$ cat src/rtl/whack_if.sv
// Whack event handshake between the button encoder (master) and the scorer (slave).
`timescale 1ns/1ps
interface whack_if;
  logic       whack_valid;
  logic [2:0] whack_pos;
  logic       whack_ready;

  modport master (output whack_valid, output whack_pos, input whack_ready);
  modport slave  (input whack_valid, input whack_pos, output whack_ready);
endinterface

$ cat src/rtl/whack_encoder.sv
// whack_encoder: synchronises and debounces five buttons, turns debounced
// rising edges into single whack events and hands them to the scorer over a
// valid/ready handshake.
// Optional feature: define WHACK_HOLDOFF_EN to add a post-acceptance lockout
// of HOLDOFF_CYCLES cycles during which presses are discarded.
//
// state | meaning
// IDLE  | no event pending, next press is captured
// PEND  | event pending, waiting for whack_ready; new presses are dropped
// HOLD  | lockout after acceptance (WHACK_HOLDOFF_EN only); presses dropped
`timescale 1ns/1ps
module whack_encoder #(
  parameter int unsigned DEBOUNCE_CYCLES = 1000000,
  parameter int unsigned HOLDOFF_CYCLES  = 5000000
) (
  input  logic       clk,
  input  logic       reset,
  input  logic [4:0] btn_raw,
  whack_if.master    wif,
  output logic       multi_press,
  output logic       drop_sticky
);

  localparam logic [19:0] DB_LAST = 20'(DEBOUNCE_CYCLES - 1);

  typedef enum logic [1:0] {IDLE, PEND, HOLD} state_t;

  state_t      state, state_n;
  logic [4:0]  sync1, sync2;
  logic [4:0]  deb, deb_d, press_q;
  logic [19:0] cnt [5];
  logic [2:0]  pos_q, pos_n;
  logic        drop_n, multi_n;

`ifdef WHACK_HOLDOFF_EN
  localparam logic [31:0] HOLD_LAST = 32'(HOLDOFF_CYCLES - 1);
  logic [31:0] hold_cnt, hold_n;
`endif

  // Lowest-numbered button wins when several press in the same cycle.
  function automatic logic [2:0] encode(input logic [4:0] p);
    logic [2:0] code;
    code = 3'd0;
    for (int i = 4; i >= 0; i--) begin
      if (p[i]) code = 3'(i + 1);
    end
    return code;
  endfunction

  // Two-flop synchroniser on every raw button line.
  always_ff @(posedge clk or posedge reset) begin
    if (reset) begin
      sync1 <= '0;
      sync2 <= '0;
    end else begin
      sync1 <= btn_raw;
      sync2 <= sync1;
    end
  end

  // Per-button stability counter; level flips only after a full run of differing samples.
  always_ff @(posedge clk or posedge reset) begin
    if (reset) begin
      deb <= '0;
      for (int i = 0; i < 5; i++) cnt[i] <= '0;
    end else begin
      for (int i = 0; i < 5; i++) begin
        if (sync2[i] == deb[i]) begin
          cnt[i] <= '0;
        end else if (cnt[i] == DB_LAST) begin
          deb[i] <= ~deb[i];
          cnt[i] <= '0;
        end else begin
          cnt[i] <= cnt[i] + 20'd1;
        end
      end
    end
  end

  // Registered rising-edge detect on the debounced levels; releases are ignored.
  always_ff @(posedge clk or posedge reset) begin
    if (reset) begin
      deb_d   <= '0;
      press_q <= '0;
    end else begin
      deb_d   <= deb;
      press_q <= deb & ~deb_d;
    end
  end

  // FSM state and registered outputs.
  always_ff @(posedge clk or posedge reset) begin
    if (reset) begin
      state       <= IDLE;
      pos_q       <= '0;
      drop_sticky <= 1'b0;
      multi_press <= 1'b0;
`ifdef WHACK_HOLDOFF_EN
      hold_cnt    <= '0;
`endif
    end else begin
      state       <= state_n;
      pos_q       <= pos_n;
      drop_sticky <= drop_n;
      multi_press <= multi_n;
`ifdef WHACK_HOLDOFF_EN
      hold_cnt    <= hold_n;
`endif
    end
  end

  // Next-state: capture a press in IDLE, drop presses otherwise, release on handshake.
  always_comb begin
    state_n = state;
    pos_n   = pos_q;
    drop_n  = drop_sticky;
    multi_n = (press_q & (press_q - 5'd1)) != 5'd0;
`ifdef WHACK_HOLDOFF_EN
    hold_n  = hold_cnt;
`endif
    case (state)
      IDLE: begin
        if (|press_q) begin
          state_n = PEND;
          pos_n   = encode(press_q);
        end
      end
      PEND: begin
        if (|press_q) drop_n = 1'b1;
        if (wif.whack_ready) begin
          pos_n = '0;
`ifdef WHACK_HOLDOFF_EN
          state_n = HOLD;
          hold_n  = HOLD_LAST;
`else
          state_n = IDLE;
`endif
        end
      end
`ifdef WHACK_HOLDOFF_EN
      HOLD: begin
        if (|press_q) drop_n = 1'b1;
        if (hold_cnt == '0) state_n = IDLE;
        else                hold_n  = hold_cnt - 32'd1;
      end
`endif
      default: begin
        state_n = IDLE;
        pos_n   = '0;
      end
    endcase
  end

  assign wif.whack_valid = (state == PEND);
  assign wif.whack_pos   = (state == PEND) ? pos_q : 3'd0;

endmodule

$ cat src/flat_wrapper.sv
// flat-port wrapper written by rule: the top's interface ports become plain ports
module whack_encoder_flat 
#(
  parameter int unsigned DEBOUNCE_CYCLES = 1000000,
  parameter int unsigned HOLDOFF_CYCLES  = 5000000
)
  (clk, reset, btn_raw, multi_press, drop_sticky, wif_whack_valid, wif_whack_pos, wif_whack_ready);
  whack_if wif_i ();
  input  logic clk;
  input  logic reset;
  input  logic [4:0] btn_raw;
  output logic multi_press;
  output logic drop_sticky;
  output wire logic [$bits(wif_i.whack_valid)-1:0] wif_whack_valid;
  output wire logic [$bits(wif_i.whack_pos)-1:0] wif_whack_pos;
  input wire logic [$bits(wif_i.whack_ready)-1:0] wif_whack_ready;
  assign wif_whack_valid = wif_i.whack_valid;
  assign wif_whack_pos = wif_i.whack_pos;
  assign wif_i.whack_ready = wif_whack_ready;
  whack_encoder #(.DEBOUNCE_CYCLES(DEBOUNCE_CYCLES), .HOLDOFF_CYCLES(HOLDOFF_CYCLES)) u_core (.clk(clk), .reset(reset), .btn_raw(btn_raw), .wif(wif_i), .multi_press(multi_press), .drop_sticky(drop_sticky));
endmodule
$ cat config.mk
export PLATFORM = sky130hd
export DESIGN_NAME = whack_encoder_flat
export DESIGN_NICKNAME = d
export VERILOG_FILES = /design/src/rtl/whack_if.sv /design/src/rtl/whack_encoder.sv /design/src/flat_wrapper.sv
export SDC_FILE = /design/constraint.sdc
export NUM_CORES = 1
export LEC_CHECK = 0
export ABC_AREA = 1
export ABC_CLOCK_PERIOD_IN_PS = 4910
export CORE_MARGIN = 10
export CORE_UTILIZATION = 58
export CTS_CLUSTER_DIAMETER = 80
export DETAILED_ROUTE_END_ITERATION = 7
export PLACE_DENSITY = 0.8
export RECOVER_POWER = 25
export SYNTH_ARGS = -nofsm -noshare
export SYNTH_HDL_FRONTEND = slang
export SYNTH_SLANG_ARGS = --single-unit
$ cat constraint.sdc
create_clock -name clk -period 4.91 [get_ports clk]
set_input_delay 0.491 -clock clk [delete_from_list [all_inputs] [get_ports clk]]
set_output_delay 0.491 -clock clk [all_outputs]
set_load 0.1 [all_outputs]
==> results of run 1 <==
==> flip-flops by register name (all words and copies together), names as in the netlist <==
name                cells
u_core.drop_sticky      1
u_core.state            1
u_core.pos_q            3
u_core.multi_press      1
u_core.deb_d            5
u_core.press_q          5
u_core.sync2            5
u_core.cnt            100
u_core.deb              5
u_core.sync1            5
==> placed cells by master, fill, tap and decap left out, types with 2 or more instances in the layout <==
master / n
clkinv_2: 5
bufinv_16: 4
clkinvlp_4: 2
inv_2: 4
nor2_4: 10
nand3_2: 5
xor2_1: 33
nand4_1: 13
nand3b_1: 7
a21oi_2: 2
nand3_1: 64
clkinv_4: 3
nor3_1: 8
o21bai_1: 6
o21ai_0: 13
clkdlybuf4s50_1: 7
nor3b_1: 3
xnor2_1: 17
a21oi_1: 14
nand2_1: 168
dlygate4sd3_1: 6
nor2_1: 213
nand2_4: 2
clkbuf_16: 17
inv_1: 84
o21ai_1: 4
nand2_2: 11
xor2_2: 2
dfrtp_1: 131
ha_1: 5
nor2_2: 15
==> layer usage <==
metal,global-route usage (%),up-vias,wire length [um]
met3,5.25,28,705
met2,26.3,127,5950
met1,22.2,2464,6060
met4,6.29,0,231
met5,0,-,0
li1,-,2727,-
==> synthesized netlist by cell type (11+ instances only) <==
| library cell | count | area [um2] |
|---|---|---|
| nand2_2 | 11 | 68.8 |
| nand4_1 | 13 | 81.3 |
| nor2_1 | 213 | 800 |
| xor2_1 | 32 | 280 |
| xnor2_1 | 15 | 131 |
| inv_1 | 84 | 315 |
| a21oi_1 | 14 | 70.1 |
| o21ai_0 | 13 | 65.1 |
| nand2_1 | 168 | 631 |
| nand3_1 | 64 | 320 |
| nor2_2 | 15 | 93.8 |
| dfrtp_1 | 131 | 3280 |
==> worst max-delay path, cell delays in order, from the launching register on <==
cell             delay [ns]
dfrtp_1                0.49
nand2_1                0.09
inv_1                  0.05
clkdlybuf4s50_1        1.12
==> layout make-up <==
type	instances	area, um2	area share, %
multi-input combinational	625	3150	40.8
clock inverter	14	186	2.42
timing repair buffer	14	138	1.79
tap	143	179	2.32
inverter	89	339	4.40
clock buffer	18	439	5.70
sequential	131	3280	42.5
==> stage by stage <==
step           utilization [%]  instance area (um2)  instances
3_5_place_dp              61.9                 7100       1002
6_report                  67.2                 7710       1034
2_1_floorplan                -                 6800        848
4_1_cts                   67.4                 7730       1034
3_3_place_gp              61.9                 7100       1002
5_1_grt                   67.2                 7710       1034
==> worst paths after layout <==
path | endpoint | slack (ns) | cells past startpoint
min in group asynchronous | u_core.sync1[4]$_DFF_PP0_ | 0.74 | 2
setup / recovery | wif_whack_pos[0] | 2.25 | 3
max in group asynchronous | u_core.cnt[40]$_DFF_PP0_ | 3.21 | 3
setup reg to reg | u_core.cnt[85]$_DFF_PP0_ | 3.24 | 4
hold / removal | u_core.sync2[0]$_DFF_PP0_ | 0.35 | 0
hold reg to reg | u_core.sync2[0]$_DFF_PP0_ | 0.35 | 0
==> kinds of logic after synthesis <==
group | after synthesis | synth area share, %
flip-flops | 131 | 48.2
adder cells (fa/ha/maj) | 5 | 0.921
AND/OR/NAND/NOR | 525 | 34.8
buffers and inverters | 92 | 5.12
AO/OA/AOI/OAI | 43 | 3.68
XOR/XNOR | 52 | 7.25
==> power groups by stage <==
stage / Sequential (mW) / Combinational [mW] / Clock (mW)
6_report: 1.11 / 0.0689 / 1.33
4_1_cts: 1.11 / 0.0731 / 1.35
3_3_place_gp: 1.13 / 0.0709 / 0
5_1_grt: 1.11 / 0.0809 / 1.40
2_1_floorplan: 1.12 / 0.0519 / 0
3_5_place_dp: 1.13 / 0.0724 / 0
==> impl_metrics.toml, run 1 <==
[cts]
cts_tree = "built"
clk_path_buf_depth = 2
cts_hold_buf = 0
clkLatencyLatePin_ns = 0.42
clk_pin_slew_ns = 0.06
cts_buffers = 17
cts-htree-levels = 4
cts.repair.resized = 0
cts_setup_buffers = 0
root_buffer = "clkbuf_16"
clock_sinks = 131

[worst_hold_path]
min-delay-start = "u_core.sync1[0]$_DFF_PP0_"
hold_path_class = "reg2reg"

[run_status]
outcome = "complete, no violations"

[timing]
maxSlewViolCount = 0
setup_ws_ns = 2.25
setup_viol = 0
finalCriticalPeriod_ns = 2.66
fin_crit_sh_pct = 54.3
whs_ns = 0.346
maxSlewHeadroom_pct = 35.3
skew_ns = 0.00716
hold_viol_final = 0
setup_tns_ns = 0
rsz0062_at_grt = "false"
timing.fmax_ghz = 0.375
worst_pin_slew_ns = 0.968

[global_route]
grt_max_degree = 97
grt_pass1_vias = 5075
grt.overflow.total = 0
antenna_found_initial = 0
grt_pass1_wl_um = 23100
grt_usage_pct = 17.1

[logic_synthesis]
synth-edff-count = 0
synthesis.nets = 861
syn_inst = 848
ys_warn_count = 0
synth-seq-cells = 131
syn_area_um2 = 6800
avgSynthCellArea_um2 = 8.01
postSynth.asyncResetShare_pct = 100
synth-seq-area-share_pct = 48.2
synthDistinctLibCells = 37
yosys_most_used_dff = "dfrtp_1"

[routing]
viasPerCell = 5.17
antenna_left = 0
wire_per_inst_um = 12.5
dr.pass1.iters = 5
drtIter0Drc = 398
dr_total_vias = 5346
wl_um = 12900
route.detailed.drc = 0

[placed_design]
hpwl_um = 8980
dp_slack_ns = 2.68
numPortBuffers = 13
gp_congestion = 0.906

[setup_path]
r2r-start = "u_core.sync2[0]$_DFF_PP0_"
cp.arrival_ns = 2.17
start_kind = "flop"
worstSetupEndpointType = "primary output"
path_class = "reg2out"
required_ns = 4.42
path_max_fanout = 10
cp-startpoint = "u_core.state[0]$_DFFE_PP0P_"

[pwr]
power_leakage_nw = 3.39
p_sw_share_pct = 21.1
pwr-share-comb_pct = 2.8
pwr_density_cell_nw_per_um2 = 325
power_frac_seq_pct = 44.3
p_int_mw = 1.97
vdd_drop_max_mv = 0.309
pwr-share-clk_pct = 53.0
power_mw = 2.50
power_switching_mw = 0.529

[flow_run]
max_cap_viol_count = 0

[floorplan]
ios = 14
die_area_um2 = 16400
die_h_um = 128
core-area_um2 = 11500
num_rows = 39
die_w_um = 128
start_util_pct = 59.3

[cells_and_area]
area_growth_pct = 13.4
final_layout_size_suffix_gt1_share_pct = 9.99
fillCellCount = 935
nNetsFinal = 891
antenna_cells = 0
Note: power is estimated with default switching activity, not from simulation.
==> inputs of run 2 (changes only) <==
--- a/config.mk
+++ b/config.mk
@@ -6,7 +6,7 @@
 export NUM_CORES = 1
 export LEC_CHECK = 0
 export ABC_AREA = 1
-export ABC_CLOCK_PERIOD_IN_PS = 4910
+export ABC_CLOCK_PERIOD_IN_PS = 2700
 export CORE_MARGIN = 10
 export CORE_UTILIZATION = 58
 export CTS_CLUSTER_DIAMETER = 80
==> constraint.sdc (replaced) <==
create_clock -name clk -period 2.7 [get_ports clk]
set_input_delay 0.27 -clock clk [delete_from_list [all_inputs] [get_ports clk]]
set_output_delay 0.27 -clock clk [all_outputs]
set_load 0.1 [all_outputs]
==> run 2 against run 1 <==
Critical path depth unchanged. Via count up 0.13%. Final cell count about the same. Setup slack worse by 1.1 ns. Clock-buffer cell count up 3. Sequential power up 82%. Global-route usage down 0.52 points. Die area unchanged. Sequential share of layout area down 0.24 points. Power up 83%. Clock power up 82%. Critical path type unchanged. Highest routed layer unchanged.
==> impl_metrics.toml, run 2 (synthesis gave the netlist of run 1 again) <==
[run_status]
outcome = "complete, no violations"

[cells_and_area]
layout_common_cells = "nor2_1, nand2_1, dfrtp_1, inv_1, nand3_1"
antenna_cells = 0
fin_util_pct = 67.6
largest_reg_flops = 100
multi_input_area_um2 = 3170
layout_commonest_cell = "nor2_1"
nNetsFinal = 893
fillCellCount = 943
final_cell_area_um2 = 7750
area_growth_pct = 14.0
final_layout_size_suffix_gt1_share_pct = 11.1
regMostFlops = "u_core.cnt"
register_area_um2 = 3280

[routing]
dr.pass1.iters = 5
wl_met3_um = 584
dr_total_vias = 5353
drtIter0Drc = 408
antenna_left = 0
top_layer = "met4"
wire_per_inst_um = 12.4
route.detailed.drc = 0
wl_um = 12800
viasPerCell = 5.17
dr_wl_met2_um = 5880
drt-met1-wl_um = 6180

[flow_run]
max_cap_viol_count = 0

[timing]
finalCriticalPeriod_ns = 1.60
rsz0062_at_grt = "false"
worst_pin_slew_ns = 1.32
timing.fmax_ghz = 0.625
maxSlewViolCount = 0
maxSlewHeadroom_pct = 11.8
setup_tns_ns = 0
hold_viol_final = 0
whs_ns = 0.348
setup_viol = 0
skew_ns = 0.00730
fin_crit_sh_pct = 59.3

[setup_path]
cpLargestDelayFamily = "flip-flops"
slowest_stage = "dfrtp_1"
required_ns = 2.43
slowest_delay_ns = 0.49
crit_buf_inv = 2
worstSetupEndpointType = "primary output"
path_class = "reg2out"
cp_cell_sequence = "nand2_1 -> inv_1 -> buf_4"
start_kind = "flop"
path_max_fanout = 10
cp.arrival_ns = 1.33

[floorplan]
core-area_um2 = 11500
ios = 14
start_util_pct = 59.3
die_h_um = 128
die_w_um = 128
die_area_um2 = 16400
num_rows = 39

[cts]
cts_setup_buffers = 0
clkLatencyLatePin_ns = 0.42
clock_sinks = 131
cts_tree = "built"
clk_pin_slew_ns = 0.05
cts.repair.resized = 0
cts_hold_buf = 0
cts-htree-levels = 4
cts_buffers = 17
clk_path_buf_depth = 2
root_buffer = "clkbuf_16"

[pwr]
power_leakage_nw = 3.43
pwr_density_cell_nw_per_um2 = 590
vdd_drop_max_mv = 0.550

[global_route]
grt_pass1_wl_um = 22400
grt_usage_pct = 16.6
antenna_found_initial = 0
grt_pass1_vias = 5108
grt.overflow.total = 0
grt_max_degree = 47

[placed_design]
gp_congestion = 0.931
numPortBuffers = 13
dpl_cell_area_um2 = 7130
hpwl_um = 9190

[worst_hold_path]
hold_path_class = "reg2reg"
run 2: final timing paths:
check	depth (start not counted)	from	slack (ns)	end
worst min register to register	0	u_core.sync1[3]$_DFF_PP0_	0.35	u_core.sync2[3]$_DFF_PP0_
worst max-delay path	3	u_core.state[0]$_DFFE_PP0P_	1.10	wif_whack_pos[0]
worst max register to register	8	u_core.cnt[0]$_DFF_PP0_	1.14	u_core.cnt[18]$_DFF_PP0_
min in group asynchronous	2	reset	0.59	u_core.cnt[0]$_DFF_PP0_
max in group asynchronous	3	reset	1.25	u_core.cnt[50]$_DFF_PP0_
worst min-delay path	0	u_core.sync1[3]$_DFF_PP0_	0.35	u_core.sync2[3]$_DFF_PP0_
run 2: report_power, final:
part / switching [mW] / total [mW] / internal (mW)
Combinational: 0.0902 / 0.133 / 0.0433
Sequential: 0.0209 / 2.02 / 1.99
Clock: 0.817 / 2.42 / 1.60
run 2: layout make-up:
| class | instances | share of cell area (%) |
|---|---|---|
| clock buffers | 21 | 6.07 |
| inverters | 89 | 4.33 |
| repair buffers | 16 | 2.10 |
| clock inverters | 10 | 2.00 |
| flip-flops and latches | 131 | 42.3 |
| well taps | 143 | 2.31 |
| multi-input cells | 625 | 40.9 |
run 2: metrics by stage:
step	setup slack, ns	power (mW)	std cells
after floorplan	0.553	2.14	848
after global placement	1.20	2.19	1004
after detailed placement	1.17	2.19	1004
after CTS	1.06	4.62	1035
after global routing	0.972	4.73	1035
final	1.10	4.57	1035
run 2: layer usage:
metal / vias up / track usage (%)
li1: 2734 / -
met1: 2503 / 21.3
met2: 98 / 25.8
met3: 18 / 4.80
met4: 0 / 6.49
met5: - / 0
==> inputs of run 3 (changes only) <==
--- a/config.mk
+++ b/config.mk
@@ -6,7 +6,7 @@
 export NUM_CORES = 1
 export LEC_CHECK = 0
 export ABC_AREA = 1
-export ABC_CLOCK_PERIOD_IN_PS = 2700
+export ABC_CLOCK_PERIOD_IN_PS = 1500
 export CORE_MARGIN = 10
 export CORE_UTILIZATION = 58
 export CTS_CLUSTER_DIAMETER = 80
==> constraint.sdc (replaced) <==
create_clock -name clk -period 1.5 [get_ports clk]
set_input_delay 0.15 -clock clk [delete_from_list [all_inputs] [get_ports clk]]
set_output_delay 0.15 -clock clk [all_outputs]
set_load 0.1 [all_outputs]
==> run 3 against run 2 <==
Final cell count grew 1.4%. Routed wire length grew 3.3%. Non-clock buffer count grew 15. Via count grew 2.1%. Critical endpoint is now u_core.cnt[96]$_DFF_PP0_. Highest routed layer unchanged.
==> impl_metrics.toml, run 3 (synthesis gave the netlist of run 1 again) <==
[timing]
fin_crit_sh_pct = 98.4
skew_ns = 0.00768
timing.fmax_ghz = 0.678
finalCriticalPeriod_ns = 1.48
hold_viol_final = 0
worst_pin_slew_ns = 0.702
maxSlewViolCount = 0
setup_viol = 0
maxSlewHeadroom_pct = 53.2
rsz0062_at_grt = "true"
whs_ns = 0.201

[routing]
wire_per_inst_um = 12.6
drt-met1-wl_um = 6360
route.detailed.drc = 0
wl_met3_um = 528
top_layer = "met4"
antenna_left = 0
viasPerCell = 5.21
drtIter0Drc = 515
wl_um = 13300
dr_wl_met2_um = 6160
dr_total_vias = 5464
dr.pass1.iters = 5

[cts]
cts_buffers = 17
clkLatencyLatePin_ns = 0.42
cts_tree = "built"
clk_pin_slew_ns = 0.05
cts-htree-levels = 4
clock_sinks = 131
clk_path_buf_depth = 2
root_buffer = "clkbuf_16"

[floorplan]
die_area_um2 = 16400
ios = 14
start_util_pct = 59.3
die_w_um = 128
die_h_um = 128
num_rows = 39
core-area_um2 = 11500

[setup_path]
cp.arrival_ns = 1.78
start_kind = "flop"
path_max_fanout = 5
path_class = "reg2reg"
required_ns = 1.81
worstSetupEndpointType = "flop"

[global_route]
antenna_found_initial = 0
grt_usage_pct = 17.2
grt_pass1_vias = 5235
grt_max_degree = 49
grt.overflow.total = 0
grt_pass1_wl_um = 23300

[cells_and_area]
layout_commonest_cell = "nor2_1"
antenna_cells = 0
final_layout_size_suffix_gt1_share_pct = 13.9
largest_reg_flops = 100
regMostFlops = "u_core.cnt"
layout_common_cells = "nor2_1, nand2_1, dfrtp_1, inv_1, nand3_1"
nNetsFinal = 908
fin_util_pct = 69.9
area_growth_pct = 18.0

[pwr]
power_frac_seq_pct = 44.6
pwr_density_cell_nw_per_um2 = 1010
pwr-share-clk_pct = 52.2
p_sw_share_pct = 19.8
power_leakage_nw = 3.48
pwr-share-comb_pct = 3.2
power_switching_mw = 1.61
vdd_drop_max_mv = 2.02
p_int_mw = 6.53

[placed_design]
gp_congestion = 0.940
hpwl_um = 9350
numPortBuffers = 13

[flow_run]
max_cap_viol_count = 0

[worst_hold_path]
hold_path_class = "in2async"

[run_status]
outcome = "complete, no violations"
-- run 3: changes by cell type in the layout (fill, tap and decap cells not counted), sizes merged --
cell      delta
clkinvlp     +1
clkbuf       +7
inv          -3
clkinv       -3
buf         +12
-- run 3: what timing repair did --
item / CTS / global route
hold buffers: 0 / 0
setup endpoints to repair: 14 / 57
setup buffers: 0 / 4
pin swaps: 0 / 6
gates resized for setup: 2 / 28
-- run 3: worst paths after layout --
check,start,end,slack (ns),cells past startpoint
max,u_core.cnt[81]$_DFF_PP0_,u_core.cnt[96]$_DFF_PP0_,0.02,9
min,reset,u_core.sync1[3]$_DFF_PP0_,0.20,2
max reg2reg,u_core.cnt[81]$_DFF_PP0_,u_core.cnt[96]$_DFF_PP0_,0.02,9
min reg2reg,u_core.sync1[3]$_DFF_PP0_,u_core.sync2[3]$_DFF_PP0_,0.35,0
max in group asynchronous,reset,u_core.cnt[34]$_DFF_PP0_,0.33,3
min in group clk,btn_raw[3],u_core.sync1[3]$_DFF_PP0_,0.28,1
-- run 3: final cells by class --
type,count,area [um2]
timing repair buffer,31,335
clock inverter,5,125
inverter,89,349
fill,884,3450
clock buffer,25,475
tap,143,179
sequential,131,3280
multi-input combinational,625,3280
-- run 3: power by group through the flow --
stage | sequential, mW | combinational, mW | clock (mW)
global placement | 3.69 | 0.265 | 0
global route | 3.64 | 0.307 | 4.47
finish | 3.63 | 0.260 | 4.25
CTS | 3.63 | 0.276 | 4.31
floorplan | 3.68 | 0.171 | 0
detailed placement | 3.69 | 0.270 | 0
-- run 3: through the flow --
step / power, mW / setup slack (ns) / cells / cell area [um2] / TNS, ns
after detailed placement: 3.96 / -0.0304 / 1015 / 7310 / -0.141
after CTS: 8.22 / 0.00303 / 1045 / 7930 / 0
after floorplan: 3.85 / -0.414 / 848 / 6820 / -35.92
after global routing: 8.41 / -0.0693 / 1049 / 8020 / -0.483
final: 8.14 / 0.0246 / 1049 / 8020 / 0
after global placement: 3.95 / 0.0225 / 1015 / 7310 / 0
-- run 3: worst max-delay path, stage by stage, from the launching register on --
cell	delay (ns)
dfrtp_1	0.36
ha_2	0.19
nand2_2	0.07
nor2_4	0.16
nand2_2	0.11
nor2_4	0.15
a21oi_4	0.09
buf_4	0.15
nand2_1	0.05
nor2_1	0.03
-- run 3: layer usage --
metal	track usage, %	vias to the layer above
li1	-	2759
met1	22.6	2564
met2	26.5	118
met3	4.59	23
met4	6.95	0
met5	0	-
